**src/rtl/pzvip_gpio_input_filter.sv**
```systemverilog
// pzvip_gpio_input_filter
//   GPIO input conditioner. Each bit is synchronized, debounced by a
//   programmable glitch filter, and edge-detected into a sticky W1C status
//   vector. A single level interrupt is raised from the masked status.
//
// Ports
//   clk, reset_n      : clock, asynchronous active-low reset
//   value_in          : raw asynchronous pad inputs
//   debounce_cycles   : filter threshold N (change must persist N+1 cycles)
//   rise_enable       : per-bit rising-edge capture enable
//   fall_enable       : per-bit falling-edge capture enable
//   int_enable        : per-bit interrupt mask
//   status_clear      : per-bit write-1-to-clear pulse
//   value             : filtered level
//   status            : sticky edge flags
//   irq               : registered OR of (status & int_enable)

// Per-bit lane: synchronizer, debounce counter, filtered level, status flag.
module pzvip_gpio_input_filter_lane #(
  parameter int SYNC_STAGES    = 2,
  parameter int DEBOUNCE_WIDTH = 8
) (
  input  logic                      clk,
  input  logic                      reset_n,
  input  logic                      din,
  input  logic                      armed,
  input  logic [DEBOUNCE_WIDTH-1:0] n,
  input  logic                      rise_en,
  input  logic                      fall_en,
  input  logic                      clr,
  output logic                      value,
  output logic                      status,
  output logic                      status_nxt
);
  logic [SYNC_STAGES-1:0]    sync_q, sync_d;
  logic [DEBOUNCE_WIDTH-1:0] cnt_q, cnt_d;
  logic                      val_q, val_d;
  logic                      status_q, status_d;
  logic                      s, s_nxt, rise, fall;

  assign s     = sync_q[SYNC_STAGES-1];
  // Value the last sync stage takes at this edge; used during arming so the
  // filtered level lands together with the synchronizer output.
  assign s_nxt = sync_q[SYNC_STAGES-2];

  always_comb begin
    sync_d = {sync_q[SYNC_STAGES-2:0], din};
    val_d  = val_q;
    cnt_d  = cnt_q;
    if (!armed) begin
      val_d = s_nxt;
      cnt_d = '0;
    end else if (s == val_q) begin
      cnt_d = '0;
    end else if (cnt_q >= n) begin
      val_d = s;
      cnt_d = '0;
    end else if (cnt_q != '1) begin
      cnt_d = cnt_q + DEBOUNCE_WIDTH'(1);
    end
    rise     = armed & ~val_q &  val_d & rise_en;
    fall     = armed &  val_q & ~val_d & fall_en;
    // New events take priority over a coincident clear.
    status_d = (status_q & ~clr) | rise | fall;
  end

  always_ff @(posedge clk or negedge reset_n) begin
    if (!reset_n) begin
      sync_q   <= '0;
      cnt_q    <= '0;
      val_q    <= 1'b0;
      status_q <= 1'b0;
    end else begin
      sync_q   <= sync_d;
      cnt_q    <= cnt_d;
      val_q    <= val_d;
      status_q <= status_d;
    end
  end

  assign value      = val_q;
  assign status     = status_q;
  assign status_nxt = status_d;
endmodule

module pzvip_gpio_input_filter #(
  parameter int WIDTH          = 32,
  parameter int SYNC_STAGES    = 2,   // legal 2..4
  parameter int DEBOUNCE_WIDTH = 8
) (
  input  logic                      clk,
  input  logic                      reset_n,
  input  logic [WIDTH-1:0]          value_in,
  input  logic [DEBOUNCE_WIDTH-1:0] debounce_cycles,
  input  logic [WIDTH-1:0]          rise_enable,
  input  logic [WIDTH-1:0]          fall_enable,
  input  logic [WIDTH-1:0]          int_enable,
  input  logic [WIDTH-1:0]          status_clear,
  output logic [WIDTH-1:0]          value,
  output logic [WIDTH-1:0]          status,
  output logic                      irq
);
  logic [2:0]       arm_cnt_q, arm_cnt_d;
  logic             armed;
  logic [WIDTH-1:0] status_nxt;
  logic             irq_q, irq_d;

  // Arm phase: SYNC_STAGES cycles after reset release during which the
  // filtered level is loaded straight from the synchronizer, so a level held
  // through reset never looks like an edge.
  assign armed = (arm_cnt_q == 3'(SYNC_STAGES));

  always_comb begin
    arm_cnt_d = armed ? arm_cnt_q : arm_cnt_q + 3'd1;
    irq_d     = |(status_nxt & int_enable);
  end

  always_ff @(posedge clk or negedge reset_n) begin
    if (!reset_n) begin
      arm_cnt_q <= '0;
      irq_q     <= 1'b0;
    end else begin
      arm_cnt_q <= arm_cnt_d;
      irq_q     <= irq_d;
    end
  end

  for (genvar g = 0; g < WIDTH; g++) begin : g_lane
    pzvip_gpio_input_filter_lane #(
      .SYNC_STAGES    (SYNC_STAGES),
      .DEBOUNCE_WIDTH (DEBOUNCE_WIDTH)
    ) u_lane (
      .clk        (clk),
      .reset_n    (reset_n),
      .din        (value_in[g]),
      .armed      (armed),
      .n          (debounce_cycles),
      .rise_en    (rise_enable[g]),
      .fall_en    (fall_enable[g]),
      .clr        (status_clear[g]),
      .value      (value[g]),
      .status     (status[g]),
      .status_nxt (status_nxt[g])
    );
  end

  assign irq = irq_q;
endmodule

```
**config.mk**
```make
export PLATFORM = sky130hd
export DESIGN_NAME = pzvip_gpio_input_filter
export DESIGN_NICKNAME = d
export VERILOG_FILES = /design/src/rtl/pzvip_gpio_input_filter.sv
export SDC_FILE = /design/constraint.sdc
export NUM_CORES = 1
export LEC_CHECK = 0
export ABC_AREA = 1
export CAP_MARGIN = 10
export CORE_ASPECT_RATIO = 1.1
export CORE_UTILIZATION = 53
export CTS_CLUSTER_DIAMETER = 60
export CTS_CLUSTER_SIZE = 16
export DETAILED_ROUTE_END_ITERATION = 10
export PLACE_DENSITY_LB_ADDON = 0.1
export SLEW_MARGIN = 30
export SYNTH_ARGS = -nofsm -noshare
export SYNTH_HDL_FRONTEND = slang
export SYNTH_SLANG_ARGS = --single-unit
```
**constraint.sdc**
```tcl
create_clock -name clk -period 2.34 [get_ports clk]
set_clock_uncertainty 0.1 [all_clocks]
set_input_delay 0.468 -clock clk [delete_from_list [all_inputs] [get_ports clk]]
set_output_delay 0.468 -clock clk [all_outputs]
set_load 0.005 [all_outputs]
```
* Word level (Yosys, flattened, before mapping) *
Cells that the tools add are included.

operators by class
  eq/ne operators = 97
  bitwise gates (word level) = 385
  mux-type cells = 224
  magnitude comparators = 32
  add/subtract/negate cells = 33
  reduce and logical (&&, ||, !) cells = 1

operator list
  kind                   number
  $mux W8                128
  $add A8 B1 Y8 const B  32
  $ge A8 B8 Y1           32
  $ne A8 B8 Y1 const B   32
  $and A1 B1 Y1          224
  $ne A4 B1 Y1 const B   32
  $mux W1                96
  $not A1 Y1             96
  $or A1 B1 Y1           64
  $and A32 B32 Y32       1
  $eq A1 B1 Y1           32
  $reduce_or A32 Y1      1
  $add A3 B1 Y3 const B  1
  $eq A3 B2 Y1 const B   1

storage, ports and cells
  input bits = 170
  register bits = 388
  output and inout port bits = 65

* Logic depth before layout (Yosys ltp) *
  word-level depth = 10
  mapped depth = 19
  mapped depth without buffers = 19

* Hierarchy *
A second synthesis with hierarchy kept.

second synthesis, totals
  cells, all modules = 3501
  area, all modules = 27076.0 µm²

by module, submodules not included
  module                        times used  area each (µm²)  cells an instance
  pzvip_gpio_input_filter_lane  32          833.3            107
  pzvip_gpio_input_filter       1           410.4            77

* Least setup slack after synthesis *
No wires, ideal clock.

  kind = in2reg
  start point = input port debounce_cycles[5]
  end point = register irq_q (netlist: irq)
  path buffers = 0
  data arrival time = 2444 ps
  slack = -322 ps
  cell stages on the path = 16
  data required time = 2121 ps
  path through = inv_1 -> ha_1 -> a21oi_1 -> nor2_1 -> nor3_2 -> nand2_1 -> nand2_1 -> nand3_1 -> nand2_1 -> nand3_1 -> nand2_1 -> nand2_1 -> nor2_1 -> nand2_1 -> nor2_1 -> nand2_1

between the ends
  cells in the longest elaborated chain, start to end = 10
  elaborated cells between the ends (all ways) = 354

ends and longest elaborated chain
  what                                           line    RTL
  start, declared                                94      input logic [DEBOUNCE_WIDTH-1:0] debounce_cycles,
  $ge A8 B8 Y1 (*)                               55      end else if (cnt_q >= n) begin
  $mux W1 (*)                                    55
  $mux W1 (*)                                    53      end else if (s == val_q) begin
  $mux W1 (*)                                    50      if (!armed) begin
  $and A1 B1 Y1 or $not A1 Y1 (tied branches)    61, 62
  $and A1 B1 Y1, on equally long branches        61, 62
  $or A1 B1 Y1 or $and A1 B1 Y1 (tied branches)  64, 62
  $or A1 B1 Y1 (*)                               64      status_d = (status_q & ~clr) | rise | fall;
  via g_lane[4].u_lane.status_nxt                33      output logic status_nxt
  $and A32 B32 Y32 (*)                           115     irq_d = |(status_nxt & int_enable);
  $reduce_or A32 Y1 (*)                          115
  via irq_d                                      106     logic irq_q, irq_d;
  end signal, assigned                           124     irq_q <= irq_d;
  end, declared                                  106

Mark *: on every way through the listed nets, which the timed path passes. The rest lies on a longest branch.
A chain may end at the register's enable or synchronous reset.

* Worst setup path in the final report *
  start point = input port debounce_cycles[2]
  end point = register irq_q (netlist: irq)

between the ends
  cells in the longest elaborated chain, start to end = 10
  elaborated cells between the ends (all ways) = 354

ends and longest elaborated chain
  what                                           line
  $ge A8 B8 Y1 (*)                               55
  $mux W1 (*)                                    55
  $mux W1 (*)                                    53
  $mux W1 (*)                                    50
  $and A1 B1 Y1 or $not A1 Y1 (tied branches)    61, 62
  $and A1 B1 Y1, on equally long branches        61, 62
  $or A1 B1 Y1 or $and A1 B1 Y1 (tied branches)  64, 62
  $or A1 B1 Y1 (*)                               64
  via g_lane[20].u_lane.status_nxt               33
  $and A32 B32 Y32 (*)                           115
  $reduce_or A32 Y1 (*)                          115
  via irq_d                                      106

Marks and branches as above.

==> impl_metrics.ini <==
[run_status]
status = complete, but fails checks
failed_checks = negative setup slack

[power_and_ir_drop]
p_seq_share_pct = 35.0
total_power_w = 0.0266
p_per_area_nw_per_um2 = 810
p_sw_w = 0.00975
ir_drop_mv = 0.554
p_leak_nw = 16.1
comb_power_share_pct = 40.4
intPower_w = 0.0168
clkPwrFrac_pct = 24.6
netSwitchingFraction_pct = 36.7

[yosys]
synth.net_count = 3672
synth_edf_count = 0
synth_area_um2 = 25100
synth_cell_types = 39
yosys_warnings = 0
ys_ff_latch = 388
syn_inst = 3212
synthFlopType = dfrtp_1
syn_area_per_cell_um2 = 7.81
synth_async_sr_flop_share_pct = 100
ys_seq_area_share_pct = 38.7

[global_route]
overflow = 0
grt_use_total_pct = 29.6
grt_pass1_vias = 23527
grt_pass1_wl_um = 115000
grt_max_degree = 79
antenna_found_initial = 1

[finish]
seq_area_um2 = 9710
fillerInstances = 3737
layout.cells.most_common = nand2_1
multiInputGateArea_um2 = 14100
drive_above_1_share_pct = 15.5
mostFrequentLayoutCells = 667 x nand2_1, 491 x inv_1, 388 x dfrtp_1, 364 x nor2_1, 236 x ha_1
antenna_cells = 0
layout.nets = 4141
final_cell_area_um2 = 32800
area_delta_synth_final_pct = 30.9

[timing]
fin_ws_ns = -0.0272
slew_headroom_pct = 66.9
final.period_utilization_pct = 101
layout_min_cycle_time_ns = 2.37
finalHoldViolations = 0
rsz0062_at_grt = true
tightest_slew_ns = 0.495
drv_slew = 0
max_freq_ghz = 0.422
setup_tns_ns = -0.0272
finalSetupViolations = 1

[setup_path]
critPathMaxFanout = 16
start_kind = input port
cp-end-kind = flop
crit_family = simple AND/OR/NAND/NOR gates
path_cells = clkdlybuf4s15_2 > clkinvlp_4 > buf_12 > buf_4 > ha_1 > nand2_1 > nor2_1 > nor2_1 > nand2_1 > nand2_2 > nand2_1 > nand2_2 > nand3_2 > nand2_2 > nand3_4 > nand2_2 > nand2_2 > nor2_4 > nand2_1 > nor2_1 > nand2_1
worstPathArrival_ns = 2.73
path_class = in2reg
cpPeakStageDelay_ns = 0.28
required_ns = 2.70
cp_num_buf_inv = 4
critPathSlowestCell = ha_1

[floorplanning]
die_area_um2 = 48200
row_count = 83
num_io_pins = 235
start_util_pct = 53.7
core_um2 = 46700
fp.dieH_um = 230
die_width_um = 209

[placed_design]
preCtsSetupSlack_ns = -1.27
dpl.hpwl_um = 47300
place.gp.congestion = 0.893
dpl_cell_area_um2 = 29400
port-buffer-count = 234

[routing]
ant_nets = 0
avgRoutedWirePerCell_um = 16.4
drc_errors = 0
routed_wl_um = 70500
num_vias = 23236
dr.pass1.iters = 6
drt_iter0_markers = 1260
vias_per_cell = 5.40

[flow_run]
maxCapViolations = 0

[cts]
path_clk_slew_ns = 0.07
numCtsBuffers = 38
clock_latency_ns = 0.58
clock-root-buffer = clkbuf_16
cts_tree = yes
ctsLongestPathBuffers = 3
htreeDepth = 2
cts_sinks = 388

[min_path]
min_path_type = in2reg
-- repair_timing --
action / 4_1_cts / 5_1_grt
gates resized for setup: 207 / 35
setup endpoints to repair: 40 / 7
setup buffers: 47 / 19
pin swaps: 84 / 27
hold endpoints to repair: 157 / 0
cloned: 11 / 1
hold buffers: 1 / 0
-- final timing paths --
path / from / cells after the start / slack (ns) / endpoint
setup / recovery: debounce_cycles[2] / 21 / -0.03 / irq$_DFF_PN0_
hold / removal: value_in[6] / 1 / 0.22 / g_lane[6].u_lane.sync_q[0]$_DFF_PN0_
setup reg to reg: g_lane[20].u_lane.cnt_q[7]$_DFFE_PN0P_ / 16 / 0 / irq$_DFF_PN0_
hold reg to reg: g_lane[15].u_lane.sync_q[0]$_DFF_PN0_ / 0 / 0.27 / g_lane[15].u_lane.sync_q[1]$_DFF_PN0_
max in group asynchronous: reset_n / 3 / 1.17 / g_lane[0].u_lane.cnt_q[6]$_DFFE_PN0P_
min in group asynchronous: reset_n / 2 / 0.27 / g_lane[14].u_lane.status$_DFF_PN0_
-- through the flow --
step	instances	hold slack [ns]	utilization [%]
2_1_floorplan	3212	0.0724	-
3_3_place_gp	4158	0.244	62.8
3_5_place_dp	4158	0.243	62.8
4_1_cts	4283	0.198	69.5
5_1_grt	4303	0.213	70.2
6_report	4303	0.224	70.2
-- power groups by stage --
stage          clock network [W]  registers, W  logic [W]
2_1_floorplan                  0       0.00905    0.00615
3_3_place_gp                   0       0.00929    0.00930
3_5_place_dp                   0       0.00934    0.00965
4_1_cts                  0.00668       0.00928     0.0105
5_1_grt                  0.00691       0.00947     0.0120
6_report                 0.00655       0.00930     0.0107
-- cell type report --
type / count / share of cell area, %
multi-input cells: 2241 / 42.9
flip-flops and latches: 388 / 29.6
repair buffers: 510 / 15.5
inverters: 502 / 5.83
clock buffers: 47 / 3.28
well taps: 595 / 2.27
clock inverters: 20 / 0.690
-- metal layers --
metal	track usage, %	vias to the layer above	wire length, um
met3	3.41	160	3300
met5	0	-	0
li1	-	11441	-
met1	36.6	11080	29700
met2	52.1	555	34600
met4	12.7	0	2870
-- logic make-up after synthesis --
logic type | Yosys count | share of synthesized area, %
DFF | 388 | 38.7
and+or+nand+nor | 1526 | 25.3
xor gates and xnor gates | 38 | 1.33
adders and majority gates | 290 | 14.5
buffers and inverters | 583 | 9.78
AOI/OAI and AO/OA | 387 | 10.4
-- Yosys cell counts, types with 5 or more instances --
library cell    n  share of area [%]
inv_1         499                7.5
a211oi_1       95                2.8
o21a_1         30               0.90
o2111ai_2      24                1.4
buf_4          64                1.9
o21ai_0        19               0.38
o21bai_1       12               0.36
xnor2_1         7               0.24
nand2_1       733                 11
buf_2           7               0.14
clkbuf_1        7               0.10
and3_1          5               0.12
a31oi_1        15               0.37
nor3_1        175                3.5
a21oi_1       172                3.4
nand3_1       171                3.4
nor2_1        377                5.6
nand4_1        48                1.2
dfrtp_1       388                 39
xor2_1         31                1.1
ha_1          290                 14
-- flip-flops by register name, summed over array words and instances, names as in the netlist --
signal and cells:
g_lane.u_lane.sync_q 64, g_lane.u_lane.value 32, g_lane.u_lane.status 32, arm_cnt_q 3, g_lane.u_lane.cnt_q 256, irq 1
Power figures use the tool's default switching activity.
